### src/rtl/wb_register_file.sv
// Architectural register file terminating the writeback stage: one write port,
// two bypassed read ports for decode and one raw debug read port.
module wb_register_file #(
    parameter int DATA_W = 32,
    parameter int ADDR_W = 5,
    parameter int NREGS  = 2 ** ADDR_W
) (
    input  logic              clk,
    input  logic              reset,
    input  logic              RegWrite,
    input  logic [ADDR_W-1:0] DestRegReg,
    input  logic [DATA_W-1:0] Result,
    input  logic [ADDR_W-1:0] ReadReg1,
    input  logic [ADDR_W-1:0] ReadReg2,
    output logic [DATA_W-1:0] ReadData1,
    output logic [DATA_W-1:0] ReadData2,
    input  logic [ADDR_W-1:0] DbgReg,
    output logic [DATA_W-1:0] DbgData,
    output logic [15:0]       WriteCount
);

    // Write interface: a write commits on the rising edge when RegWrite is high,
    // reset is low and DestRegReg is non-zero; there is no back-pressure.
    logic [DATA_W-1:0] storage_q [NREGS];
    logic [15:0]       write_count_q;
    logic [15:0]       write_count_d;
    logic              wr_en;

    // Reset is qualified here as well so a stray RegWrite during reset is inert.
    assign wr_en = RegWrite && !reset && (DestRegReg != '0);

    always_comb begin
        write_count_d = write_count_q;
        if (wr_en) begin
            write_count_d = write_count_q + 16'd1;
        end
    end

    always_ff @(posedge clk or posedge reset) begin
        if (reset) begin
            for (int i = 0; i < NREGS; i++) begin
                storage_q[i] <= '0;
            end
            write_count_q <= '0;
        end else begin
            if (wr_en) begin
                storage_q[DestRegReg] <= Result;
            end
            write_count_q <= write_count_d;
        end
    end

    // $0 is never written, so its storage stays 0 and the bypass excludes it.
    always_comb begin
        ReadData1 = storage_q[ReadReg1];
        ReadData2 = storage_q[ReadReg2];
        if (wr_en && (DestRegReg == ReadReg1)) begin
            ReadData1 = Result;
        end
        if (wr_en && (DestRegReg == ReadReg2)) begin
            ReadData2 = Result;
        end
    end

    assign DbgData    = storage_q[DbgReg];
    assign WriteCount = write_count_q;

endmodule

### config.mk
export PLATFORM = sky130hd
export DESIGN_NAME = wb_register_file
export DESIGN_NICKNAME = d
export VERILOG_FILES = /design/src/rtl/wb_register_file.sv
export SDC_FILE = /design/constraint.sdc
export NUM_CORES = 2
export LEC_CHECK = 0
export BUFFER_PORTS_ARGS = -buffer_cell sky130_fd_sc_hd__buf_2
export CAP_MARGIN = 5
export CELL_PAD_IN_SITES_DETAIL_PLACEMENT = 0
export CELL_PAD_IN_SITES_GLOBAL_PLACEMENT = 1
export CORE_ASPECT_RATIO = 1.25
export CORE_MARGIN = 4
export CORE_UTILIZATION = 40
export CTS_CLUSTER_SIZE = 24
export DETAILED_ROUTE_END_ITERATION = 10
export PLACE_DENSITY = 0.71
export SETUP_SLACK_MARGIN = 0.5
export SLEW_MARGIN = 20
export SYNTH_ARGS = -nofsm -noshare
export SYNTH_HDL_FRONTEND = slang
export SYNTH_SLANG_ARGS = --single-unit
### constraint.sdc
create_clock -name clk -period 31.2 [get_ports clk]
set_input_delay 3.12 -clock clk [delete_from_list [all_inputs] [get_ports clk]]
set_output_delay 3.12 -clock clk [all_outputs]
set_load 0.01 [all_outputs]
==> results.md <==
- Vias in the first global route: 41200
- Global-route wire length before repair: around 300000 µm
- Largest net degree at the start of global routing: between 100 and 150
- Mapped Cells: ~3900
- Worst path max stage delay: 0.93 ns
- Worst Setup Start Kind: primary input
- Buffers added on ports: 166
- Clk slew on worst S/H paths: 0.06 ns
- Number of antenna violations at the first check in global routing: 21
- Cts hold-fix bufs: 0
- R2R depth: 4
- RR Endpoint: WriteCount[13]$_DFFE_PP0P_
- Die X: approximately 360 µm
- Clk_lat worst skew: 0.72 ns
- Hold-critical path depth: 0
- Worst hold slack: about 0.42 ns
- Part of the Yosys area used for sequential elements: a little over two fifths
- Worst Min Path Start: storage_q[1008]$_DFFE_PP0P_
- Gr usage total: a little over a quarter
- Post CTS Setup Buffer Count: 0
- Drt total wl: between 200000 and 250000 µm
- Placed insts: about 5700
- Final HPWL DP: approximately 110000 µm
- Max transition margin: a little under a fifth
- Resized Gates After CTS: 0
- Number of vias in the routed layout: between 40000 and 50000
- Share of layout cells above drive strength 1: between 60 and 70%
- Critical path type: in -> out
- Min-Delay Path Class: reg -> reg
- Fmax: between 90 and 100 MHz
- CP Cell Sequence: buf_8 > buf_4 > buf_4 > mux4_2 > mux4_2 > mux2_2 > buf_2
- Hold Path End: storage_q[1008]$_DFFE_PP0P_
- Max-cap violations: 0
- Synth cell types: 37
- Required time of the worst setup path: approximately 28 ns
- R2r startpoint: WriteCount[6]$_DFFE_PP0P_
- Die area: around 160000 µm²
- RSZ-0062 raised after global routing: false
- CORE AREA: ~150000 µm²
- Clock sinks: roughly 1000
- Syn-to-layout area delta: 9.65%
- TritonCTS clock tree: built
- Endpoint class of the critical path: output pin
- Final Hold Vio Count: 0
- Post-Syn Nets: ~4000
- Total CTS buffers: between 100 and 150
- Total power: between 0.003 and 0.004 W
- Net count, final: about 3800
- Final setup vio count: 0
- Antenna Nets Post-Route: 0
- Yosys warns: 0
- Synthesized area: around 62000 µm²
- Post-layout min period: ~10 ns
- Initial drt markers: 4434
- Io pins: ~170
- Post-route DRC: 0
- H-tree Lvls: 3
- Leak pwr: approximately 29 nW
- Final core occ: between 40% and 50%
- Async S/R FF share, synth: 100%
- Avg Inst Size Synth: 15.8 µm²
- WL/cell: about 36 µm
- Period utilization: between 30% and 40%
- Flop-to-flop setup slack: 29.31 ns
- #FFs+latches synth: ~1000
- Slowest stage cell, crit path: buf_4
- Vias per cell: approximately 7
- CP max FO: 84
- Number of synthesized flops with an enable pin: 0
- CTS root buf: clkbuf_16
- TNS Setup: 0 ns
- Drt pass-1 iters: 7
- Peak supply drop: about 0.042 mV
- Final Slew Violations: 0
- GR Overflow Total: 0
- Arrival time worst endpoint: roughly 7.2 ns
- Final Wtd Congestion: 0.778
- Final std cells w/o fill: ~6000
- Power Dens Cells: about 56 nW/µm²
- Initial Util: between 40% and 50%
- Measured slew at the worst slew-check pin: 1.23 ns
- Worst Clk Skew: approximately 0.0023 ns
- Max Root-Sink Buffers: 3
- Die Ht: between 400 and 500 µm
- Top FF cell, synth: dfrtp_1
- Status: complete, no violations
- Std-Cell Rows: 161
## power breakdown
group,switching [W],internal (W)
registers,0.000169,0.00152
clock network,0.000572,0.000752
logic,0.000314,0.000450
## flip-flops by register name (all words and copies together), names as in the netlist
register / count
WriteCount: 16
storage_q: 1024
## synth_stat cells (10+ instances only)
cell / count / share of area [%]
clkbuf_1: 275 / 1.7
nor4_1: 63 / 0.64
xor2_1: 10 / 0.14
nand4_1: 12 / 0.12
xnor2_1: 15 / 0.21
nand3b_1: 11 / 0.13
buf_1: 82 / 0.50
nand2_1: 18 / 0.11
buf_2: 126 / 1.0
dfrtp_1: 1040 / 42
o22ai_1: 253 / 2.6
nor2_1: 19 / 0.12
mux2_2: 1090 / 20
mux4_2: 831 / 30
## area by class of cell
class | count | area, µm²
fillers | 13500 | 86000
repair buffers | 251 | 1600
well taps | 2037 | 2550
clock buffers | 139 | 2930
flip-flops and latches | 1040 | 26000
clock inverters | 52 | 591
diodes | 8 | 20.0
inverters | 1 | 7.51
multi-input cells | 2377 | 34200
## layer usage
layer	track usage [%]	wire, µm	share of wire, %	vias to the layer above
met5	0	138	0.064	-
met4	11.3	10400	4.8	20
met3	6.78	20700	9.6	512
met2	41.1	99300	46	2141
met1	35.5	84300	39	22400
li1	-	-	-	15600
## per-stage QoR
stage	area (µm²)	worst slack, ns
6_report	67900	20.86
5_1_grt	67900	20.66
4_1_cts	67900	20.86
3_5_place_dp	64300	20.84
3_3_place_gp	64300	20.91
2_1_floorplan	61900	13.74
## cells by family after synthesis
| family | after synthesis | synth area share (%) |
|---|---|---|
| multiplexers | 1924 | 50.1 |
| AND/OR/NAND/NOR | 168 | 1.59 |
| flip-flops | 1040 | 42.0 |
| buffers and inverters | 491 | 3.30 |
| adder cells (fa/ha/maj) | 1 | 0.0202 |
| XOR/XNOR | 25 | 0.353 |
| AO/OA/AOI/OAI | 259 | 2.64 |
## how the worst max path moves through the flow
stage / from / endpoint / slack (ns)
after floorplan: reset / WriteCount[0]$_DFFE_PP0P_ / 13.74
after global placement: DbgReg[0] / DbgData[5] / 20.91
after detailed placement: DbgReg[0] / DbgData[5] / 20.84
after CTS: DbgReg[0] / DbgData[5] / 20.86
after global routing: DbgReg[0] / DbgData[1] / 20.66
final: DbgReg[1] / DbgData[1] / 20.86
## critical path, delay by kind of cell
| family | cells | cell delay (ns) |
|---|---|---|
| muxes | 3 | 1.44 |
| buffers and inverters | 4 | 2.57 |
## placed cells by master, fill, tap and decap left out, drive strengths merged, types with 4 or more instances in the layout
cell type | Yosys | layout
mux2 | 1090 | 1090
dfrtp | 1040 | 1040
mux4 | 831 | 831
o22ai | 253 | 253
buf | 215 | 251
clkbuf | 275 | 139
nor4 | 63 | 63
clkinv | 0 | 27
nor2 | 19 | 19
nand2 | 18 | 18
xnor2 | 15 | 15
nand4 | 12 | 12
nand3b | 11 | 11
bufinv | 0 | 11
xor2 | 10 | 10
diode | 0 | 8
clkinvlp | 0 | 8
nand3 | 8 | 8
and3 | 7 | 7
inv | 1 | 7
or3b | 6 | 6
nor3b | 6 | 6
nand2b | 4 | 4
nor3 | 4 | 4
(Power assumes the default switching activity.)
